[src/rtl/uart_rx_cfg.sv]
// ---------------------------------------------------------------------------
// uart_rx_cfg
//   Configurable oversampling UART receiver. The serial pin is synchronised,
//   each bit is sampled three times around its centre and majority voted.
//   Supports 5..9 data bits (LSB first), none/even/odd parity, 1 or 2 stop
//   bits, parity/framing error flags and line-break detection.
//
// Parameters
//   Oversample : clk cycles per bit (>= 8, even)
//   DataBits   : data bits per frame (5..9)
//   Parity     : 0 = none, 1 = even, 2 = odd
//   StopBits   : 1 or 2
//
// Ports
//   clk       in   clock
//   nReset    in   asynchronous active-low reset
//   in        in   serial line, asynchronous, idle high
//   data      out  last received word, updated only in the done cycle
//   done      out  1-cycle pulse, frame complete (also for error frames)
//   parityErr out  pulse with done: parity mismatch
//   frameErr  out  pulse with done: a stop bit voted 0 (or break)
//   breakDet  out  pulse with done: break condition
//   err       out  parityErr | frameErr
// ---------------------------------------------------------------------------
module uart_rx_cfg #(
  parameter int Oversample = 16,
  parameter int DataBits   = 8,
  parameter int Parity     = 0,
  parameter int StopBits   = 1
) (
  input  logic                clk,
  input  logic                nReset,
  input  logic                in,
  output logic [DataBits-1:0] data,
  output logic                done,
  output logic                parityErr,
  output logic                frameErr,
  output logic                breakDet,
  output logic                err
);

  localparam int H  = Oversample / 2;
  localparam int P  = (Parity != 0) ? 1 : 0;
  localparam int N  = 1 + DataBits + P + StopBits;
  localparam int CW = $clog2(Oversample);
  localparam int BW = $clog2(N + 1);

  localparam logic [CW-1:0] OffEarly = CW'(H - 1);
  localparam logic [CW-1:0] OffMid   = CW'(H);
  localparam logic [CW-1:0] OffVote  = CW'(H + 1);
  localparam logic [CW-1:0] OffLast  = CW'(Oversample - 1);

  localparam logic [BW-1:0] LastData  = BW'(DataBits);
  localparam logic [BW-1:0] FirstStop = BW'(1 + DataBits + P);
  localparam logic [BW-1:0] LastStop  = BW'(N - 1);

  typedef enum logic [2:0] {
    IDLE, START, DATA, PARITY, STOP, BRKWAIT
  } state_t;

  // Input path
  logic [1:0] sync_q;
  logic       s_in;
  logic       prev_q;

  // Frame state
  state_t              state_q,  state_d;
  logic [CW-1:0]       cnt_q,    cnt_d;     // offset within the current bit
  logic [BW-1:0]       bit_q,    bit_d;     // index of the current bit in the frame
  logic [1:0]          samp_q,   samp_d;    // samples at offsets h-1 and h
  logic [DataBits-1:0] shift_q,  shift_d;
  logic                allz_q,   allz_d;    // every vote so far was 0 (break candidate)
  logic                perr_q,   perr_d;
  logic                ferr_q,   ferr_d;

  // Registered outputs
  logic [DataBits-1:0] data_q, data_d;
  logic                done_q, done_d;
  logic                pe_q,   pe_d;
  logic                fe_q,   fe_d;
  logic                brk_q,  brk_d;
  logic                err_q,  err_d;

  logic vote;
  logic chk;
  logic ferr_now;

  assign s_in = sync_q[1];

  // Majority of the samples at h-1, h and the live sample at h+1.
  assign vote     = (samp_q[0] & samp_q[1]) | (samp_q[0] & s_in) | (samp_q[1] & s_in);
  assign chk      = (^shift_q) ^ vote;
  assign ferr_now = ferr_q | ~vote;

  // NOTE: sequential state uses non-blocking assignments only, so every flop
  // samples the pre-edge value of its inputs regardless of statement order.
  always_ff @(posedge clk or negedge nReset) begin
    if (!nReset) begin
      sync_q  <= 2'b11;
      prev_q  <= 1'b1;
      state_q <= IDLE;
      cnt_q   <= '0;
      bit_q   <= '0;
      samp_q  <= '0;
      shift_q <= '0;
      allz_q  <= 1'b0;
      perr_q  <= 1'b0;
      ferr_q  <= 1'b0;
      data_q  <= '0;
      done_q  <= 1'b0;
      pe_q    <= 1'b0;
      fe_q    <= 1'b0;
      brk_q   <= 1'b0;
      err_q   <= 1'b0;
    end else begin
      sync_q  <= {sync_q[0], in};
      prev_q  <= s_in;
      state_q <= state_d;
      cnt_q   <= cnt_d;
      bit_q   <= bit_d;
      samp_q  <= samp_d;
      shift_q <= shift_d;
      allz_q  <= allz_d;
      perr_q  <= perr_d;
      ferr_q  <= ferr_d;
      data_q  <= data_d;
      done_q  <= done_d;
      pe_q    <= pe_d;
      fe_q    <= fe_d;
      brk_q   <= brk_d;
      err_q   <= err_d;
    end
  end

  always_comb begin
    // NOTE: every variable gets a default before the case statement so no
    // path leaves it unassigned, which would otherwise infer a latch.
    state_d = state_q;
    cnt_d   = cnt_q;
    bit_d   = bit_q;
    samp_d  = samp_q;
    shift_d = shift_q;
    allz_d  = allz_q;
    perr_d  = perr_q;
    ferr_d  = ferr_q;
    data_d  = data_q;
    done_d  = 1'b0;
    pe_d    = 1'b0;
    fe_d    = 1'b0;
    brk_d   = 1'b0;

    // Inside a frame the sample counter free-runs from the start edge;
    // bit boundaries are never re-aligned to later edges.
    if (state_q != IDLE && state_q != BRKWAIT) begin
      if (cnt_q == OffLast) begin
        cnt_d = '0;
        bit_d = bit_q + 1'b1;
      end else begin
        cnt_d = cnt_q + 1'b1;
      end
      if (cnt_q == OffEarly) samp_d[0] = s_in;
      if (cnt_q == OffMid)   samp_d[1] = s_in;
    end

    unique case (state_q)
      IDLE: begin
        // The edge cycle is offset 0 of the start bit.
        if (!s_in && prev_q) begin
          state_d = START;
          cnt_d   = CW'(1);
          bit_d   = '0;
          allz_d  = 1'b1;
          perr_d  = 1'b0;
          ferr_d  = 1'b0;
        end
      end

      START: begin
        if (cnt_q == OffVote && vote) state_d = IDLE;   // false start
        else if (cnt_q == OffLast)    state_d = DATA;
      end

      DATA: begin
        if (cnt_q == OffVote) begin
          shift_d = {vote, shift_q[DataBits-1:1]};
          if (vote) allz_d = 1'b0;
        end
        if (cnt_q == OffLast && bit_q == LastData) state_d = (P != 0) ? PARITY : STOP;
      end

      PARITY: begin
        if (cnt_q == OffVote) begin
          perr_d = (Parity == 1) ? chk : ~chk;
          if (vote) allz_d = 1'b0;
        end
        if (cnt_q == OffLast) state_d = STOP;
      end

      STOP: begin
        if (cnt_q == OffVote) begin
          if (bit_q == FirstStop && allz_q && !vote) begin
            // Break: whole frame low through the first stop bit.
            done_d  = 1'b1;
            brk_d   = 1'b1;
            fe_d    = 1'b1;
            data_d  = '0;
            cnt_d   = '0;
            state_d = BRKWAIT;
          end else begin
            ferr_d = ferr_now;
            if (bit_q == LastStop) begin
              // Leave half a bit early so a start bit straight after the
              // stop bit is not missed.
              done_d  = 1'b1;
              pe_d    = perr_q;
              fe_d    = ferr_now;
              data_d  = shift_q;
              state_d = IDLE;
            end
          end
        end
      end

      BRKWAIT: begin
        // Wait for one full bit time of continuous idle before re-arming.
        if (!s_in)                 cnt_d   = '0;
        else if (cnt_q == OffLast) state_d = IDLE;
        else                       cnt_d   = cnt_q + 1'b1;
      end

      default: state_d = IDLE;
    endcase

    err_d = pe_d | fe_d;
  end

  assign data      = data_q;
  assign done      = done_q;
  assign parityErr = pe_q;
  assign frameErr  = fe_q;
  assign breakDet  = brk_q;
  assign err       = err_q;

endmodule

[config.mk]
export PLATFORM = sky130hd
export DESIGN_NAME = uart_rx_cfg
export DESIGN_NICKNAME = d
export VERILOG_FILES = /design/src/rtl/uart_rx_cfg.sv
export SDC_FILE = /design/constraint.sdc
export NUM_CORES = 1
export LEC_CHECK = 0
export ABC_CLOCK_PERIOD_IN_PS = 2300
export BUFFER_PORTS_ARGS = -buffer_cell sky130_fd_sc_hd__buf_2
export CAP_MARGIN = 20
export CORE_UTILIZATION = 40
export CTS_CLUSTER_DIAMETER = 200
export DETAILED_ROUTE_END_ITERATION = 12
export PLACE_DENSITY = 0.66
export SKIP_CTS_REPAIR_TIMING = 1
export SYNTH_ARGS = -nofsm -noshare
export SYNTH_HDL_FRONTEND = slang
export SYNTH_SLANG_ARGS = --single-unit
[constraint.sdc]
create_clock -name clk -period 2.3 [get_ports clk]
set_input_delay 0.23 -clock clk [delete_from_list [all_inputs] [get_ports clk]]
set_output_delay 0.23 -clock clk [all_outputs]
set_load 0.01 [all_outputs]
==> impl_metrics.py, run 1 <==
metrics = {
    "cts": {
        "worstSkewPairLatency_ns": 0.29,
        "htree_num_levels": 2,
        "clk_path_buf_depth": 2,
        "cts_buffers": 5,
        "cts_tree": "built",
        "root_buffer": "clkbuf_8",
        "clock_sinks": 40,
        "clk_pin_slew_ns": 0.08,
    },
    "synth": {
        "netlist_area_um2": 2112,
        "synth_nets": 192,
        "yosys_most_used_dff": "dfrtp_1",
        "async_flop_share_pct": 100.0,
        "synthCells": 183,
        "synth_warnings": 0,
        "synth-seq-cells": 40,
        "syn_avg_cell_area_um2": 11.54,
        "yosysTopAreaCell": "dfrtp_1",
        "synth_seq_area_share_pct": 47.57,
        "synth_edf_count": 0,
        "synth_top_area_share_pct": 43.84,
        "synth_area_leaders": "dfrtp_1 (44%), mux2_2 (5.3%), dfstp_2 (3.7%)",
        "yosysUniqueCellTypes": 61,
    },
    "drt": {
        "totalWireLength_um": 3964,
        "via_count": 1435,
        "firstDrtPassIters": 4,
        "drtIter0Drc": 93,
        "viasPerCell": 5.335,
        "drcViolationCount": 0,
        "drtAntennaViolNets": 0,
        "wire_per_inst_um": 14.74,
    },
    "finish": {
        "final_common_cell": "dfrtp_1",
        "diodes": 0,
        "drive_gt1_share_pct": 25.63,
        "fin_nets": 207,
        "final_cell_mix": "dfrtp_1 (37), buf_2 (15), inv_1 (12)",
        "syn2layout_area_growth_pct": 11.85,
    },
    "placed_design": {
        "gp_congestion": 0.8161,
        "port_buffers": 15,
        "hpwl_um": 2708,
    },
    "sta": {
        "finalHoldViolCount": 0,
        "worstMarginPinSlew_ns": 0.8622,
        "hold_slack_ns": 0.03531,
        "slew_headroom_pct": 42.52,
        "tns_ns": 0,
        "final.setup_skew_ns": 0.007322,
        "timing.final.crit_share_pct": 88.18,
        "rsz0062_at_grt": "false",
        "slew_violations": 0,
        "fmax_mhz": 493.0,
        "setup_viol": 0,
        "min_period_ns": 2.028,
    },
    "floorplanning": {
        "start_util_pct": 41.35,
        "core_area_um2": 5107,
        "io_pins": 16,
        "die_width_um": 74.67,
        "fp.dieH_um": 74.67,
        "dieArea_um2": 5575,
        "rows": 26,
    },
    "global_route": {
        "grt_pass1_wl_um": 6768,
        "grt.total_usage_pct": 16.56,
        "grt_overflow": 0,
        "first_global_vias": 1411,
        "grt_max_degree": 41,
        "antenna_found_initial": 0,
    },
    "min_path": {
        "min_path_type": "in2async",
    },
    "job": {
        "cap_violations": 0,
    },
    "setup_path": {
        "worstPathMaxFanout": 17,
        "arrival_ns": 2.21,
        "endpoint_kind": "flip-flop",
        "crit_path_start_kind": "flip-flop",
        "r2r_slack_ns": 0.27,
        "worstSetupPathType": "reg2reg",
        "worst-endpoint-required_ns": 2.48,
    },
    "pwr": {
        "p_leak_uw": 0.001121,
        "peakVddDrop_mv": 0.4022,
        "power_density_nw_per_um2": 1046,
    },
    "run_status": {
        "status": "complete, no violations",
    },
}
-- worst max-delay path, cell delays in order, from the launching register on --
cell and delay [ns]:
dfrtp_1 0.75, nand2_1 0.22, or3_1 0.63, a22o_1 0.31
-- cell families (layout without fill, tap and decap cells) --
logic type      after synthesis  in the layout  synth area share [%]
xor+xnor                     13             13                 6.399
compound gates               49             49                 18.48
mux                          12             12                 6.339
simple gates                 39             39                 11.97
buf+inv                      23             39                 5.153
flops                        40             40                 47.57
fa+ha+maj                     7              7                 4.088
-- area by class of cell --
cell class	instances	area (µm²)
Timing Repair Buffer	19	105.1
Inverter	12	45.04
Clock buffer	6	82.58
Tap cell	70	87.58
Fill cell	492	2745
Sequential cell	40	1005
Clock inverter	2	38.79
Multi-Input combinational cell	120	998.5
-- synthesized netlist by cell type (4+ instances only) --
cell type  number
a22o_1          9
o21ai_0         7
nand2_1         4
mux2_2         10
xnor2_1         9
dfrtp_1        37
buf_2           5
inv_1          12
nor2_1         10
a21oi_1         6
ha_1            6
-- sequential cells by signal, indices dropped and copies added (netlist names) --
name	cells
parityErr	1
breakDet	1
data	8
err	1
prev_q	1
state_q	3
bit_q	4
perr_q	1
samp_q	2
cnt_q	4
shift_q	8
sync_q	2
frameErr	1
allz_q	1
ferr_q	1
done	1
-- stage by stage --
stage | area (µm²) | utilization, % | cells | setup slack [ns] | total power [µW]
2_1_floorplan | 2112 | - | 183 | 0.5603 | 1669
3_3_place_gp | 2241 | 43.88 | 261 | 0.3233 | 1868
3_5_place_dp | 2241 | 43.88 | 261 | 0.3115 | 1869
4_1_cts | 2362 | 46.25 | 269 | 0.2917 | 2491
5_1_grt | 2362 | 46.25 | 269 | 0.1602 | 2652
6_report | 2362 | 46.25 | 269 | 0.2718 | 2471
-- power breakdown --
| part | total (µW) | switching (µW) | leakage, µW | internal, µW |
|---|---|---|---|---|
| logic | 895 | 493 | 0.000530 | 401 |
| clock network | 608 | 253 | 0.0000614 | 355 |
| registers | 968 | 158 | 0.000529 | 811 |
-- metal layers --
metal  wire length (µm)  up-vias  part of all wire (%)  track usage [%]
met3                210        4                   5.3            5.756
li1                   -      694                     -                -
met2               1848       31                    47            25.73
met5                  0        -                     0                0
met1               1867      706                    47            22.17
met4                 38        0                  0.96            4.403
-- worst paths after layout --
path | cells past startpoint | endpoint | start
worst min register to register | 0 | sync_q[1]$_DFF_PN1_ | sync_q[0]$_DFF_PN1_
worst max register to register | 3 | data[1]$_DFFE_PN0P_ | state_q[2]$_DFFE_PN0P_
worst min-delay path | 1 | samp_q[0]$_DFFE_PN0P_ | nReset
min in group clk | 1 | sync_q[0]$_DFF_PN1_ | in
max in group asynchronous | 1 | bit_q[1]$_DFF_PN0_ | nReset
worst max-delay path | 3 | data[1]$_DFFE_PN0P_ | state_q[2]$_DFFE_PN0P_
(Power assumes the default switching activity.)
==> run 2: changes to the inputs <==
CORE_UTILIZATION = 35   (was 40)
PLACE_DENSITY = 0.6   (was 0.66)
==> run 2 against run 1 <==
Worst setup slack improved by 0.0039 ns. Final area increased by 0.42%. Final cell count increased by 1.1%. Total power increased by 0.86%. Count of clock-buffer cells in the layout unchanged. Via count increased by 1.6%. Wire length increased by 3.3%. Global-route usage decreased by 1.4 points. Sequential share of layout area decreased by 0.18 points.
==> impl_metrics.py, run 2 (synthesis results as in run 1) <==
metrics = {
    "sta": {
        "finalHoldViolCount": 0,
        "setup_viol": 0,
        "min_period_ns": 2.024,
        "timing.final.crit_share_pct": 88.01,
        "final.setup_skew_ns": 0.004371,
        "slew_headroom_pct": 42.20,
        "rsz0062_at_grt": "false",
        "tns_ns": 0,
        "worstMarginPinSlew_ns": 0.8670,
        "slew_violations": 0,
        "fmax_mhz": 494.0,
    },
    "floorplanning": {
        "io_pins": 16,
        "fp.dieH_um": 79.68,
        "dieArea_um2": 6349,
        "die_width_um": 79.68,
        "core_area_um2": 5675,
        "start_util_pct": 37.21,
        "rows": 27,
    },
    "cts": {
        "clock_sinks": 40,
        "root_buffer": "clkbuf_8",
        "worstSkewPairLatency_ns": 0.29,
        "htree_num_levels": 2,
        "cts_buffers": 5,
        "cts_tree": "built",
        "clk_pin_slew_ns": 0.08,
        "clk_path_buf_depth": 2,
    },
    "global_route": {
        "grt_pass1_wl_um": 7362,
        "first_global_vias": 1522,
        "grt_overflow": 0,
        "grt_max_degree": 41,
        "antenna_found_initial": 0,
        "grt.total_usage_pct": 15.13,
    },
    "finish": {
        "drive_gt1_share_pct": 26.00,
        "final_cell_mix": "dfrtp_1 (37), buf_2 (15), inv_1 (12)",
        "final_area_um2": 2372,
        "final_common_cell": "dfrtp_1",
        "syn2layout_area_growth_pct": 12.32,
        "diodes": 0,
        "fin_nets": 208,
    },
    "pwr": {
        "peakVddDrop_mv": 0.4950,
        "power_density_nw_per_um2": 1050,
        "p_leak_uw": 0.001126,
    },
    "run_status": {
        "status": "complete, no violations",
    },
    "setup_path": {
        "r2r-start": "cnt_q[0]$_DFF_PN0_",
        "r2r_slack_ns": 0.28,
        "worstSetupPathType": "reg2reg",
        "arrival_ns": 2.26,
        "r2r-end": "cnt_q[1]$_DFF_PN0_",
        "worst-endpoint-required_ns": 2.53,
        "worstPathMaxFanout": 11,
        "rr_worst_depth": 5,
        "endpoint_kind": "flip-flop",
        "crit_path_start_kind": "flip-flop",
    },
    "drt": {
        "drtAntennaViolNets": 0,
        "wire_per_inst_um": 15.05,
        "drtIter0Drc": 86,
        "firstDrtPassIters": 4,
        "viasPerCell": 5.360,
        "totalWireLength_um": 4094,
        "drcViolationCount": 0,
        "via_count": 1458,
    },
    "placed_design": {
        "hpwl_um": 2840,
        "port_buffers": 15,
        "gp_congestion": 0.8080,
        "placedInstanceArea_um2": 2251,
    },
    "job": {
        "cap_violations": 0,
    },
    "min_path": {
        "holdPathStages": 1,
        "hold_end": "sync_q[0]$_DFF_PN1_",
        "hold_path.startpoint": "in",
        "min_path_type": "in2reg",
    },
}
[run 2: per-stage QoR]
stage	hold WS (ns)	worst slack [ns]	util, %	std cells	total power, µW
4_1_cts	0.02854	0.3204	41.80	272	2505
5_1_grt	0.01739	0.1171	41.80	272	2673
3_3_place_gp	0.3397	0.4196	39.66	264	1879
2_1_floorplan	-0.06559	0.5603	-	183	1669
3_5_place_dp	0.3366	0.3553	39.66	264	1884
6_report	0.03413	0.2757	41.80	272	2492
[run 2: report_power, final]
part,total (µW),leakage [µW],internal [µW],switching [µW]
combinational,931,0.000536,411,520
sequential,951,0.000529,811,140
clock,610,0.0000614,355,255
total,2490,0.00113,1580,915
[run 2: area by class of cell]
class                      instances  area [µm²]
sequential                        40        1005
tap                               72       90.09
inverter                          12       45.04
clock inverter                     2       38.79
multi-input combinational        120       998.5
clock buffer                       6       82.58
fill                             544        3303
timing repair buffer              20       112.6
[run 2: worst max path at each step]
stage	endpoint	start	depth (start not counted)	slack, ns
final	cnt_q[1]$_DFF_PN0_	cnt_q[0]$_DFF_PN0_	5	0.28
after global routing	cnt_q[1]$_DFF_PN0_	cnt_q[0]$_DFF_PN0_	5	0.12
after CTS	cnt_q[1]$_DFF_PN0_	cnt_q[0]$_DFF_PN0_	5	0.32
after detailed placement	cnt_q[1]$_DFF_PN0_	cnt_q[0]$_DFF_PN0_	5	0.36
after global placement	cnt_q[1]$_DFF_PN0_	cnt_q[0]$_DFF_PN0_	5	0.42
after floorplan	data[2]$_DFFE_PN0P_	cnt_q[1]$_DFF_PN0_	6	0.56
[run 2: routing by layer]
metal	vias to the layer above	share of wire [%]	global-route usage, %
met3	7	3.9	3.086
li1	695	-	-
met5	-	0	0
met2	33	44	22.99
met1	723	50	20.73
met4	0	1.8	6.364
[run 2: worst max-delay path, stage by stage (launching register included)]
cell      delay [ns]
dfrtp_1         0.46
ha_1            0.27
and3_1          0.43
nand2_1         0.13
a311oi_1        0.45
a22o_1          0.22
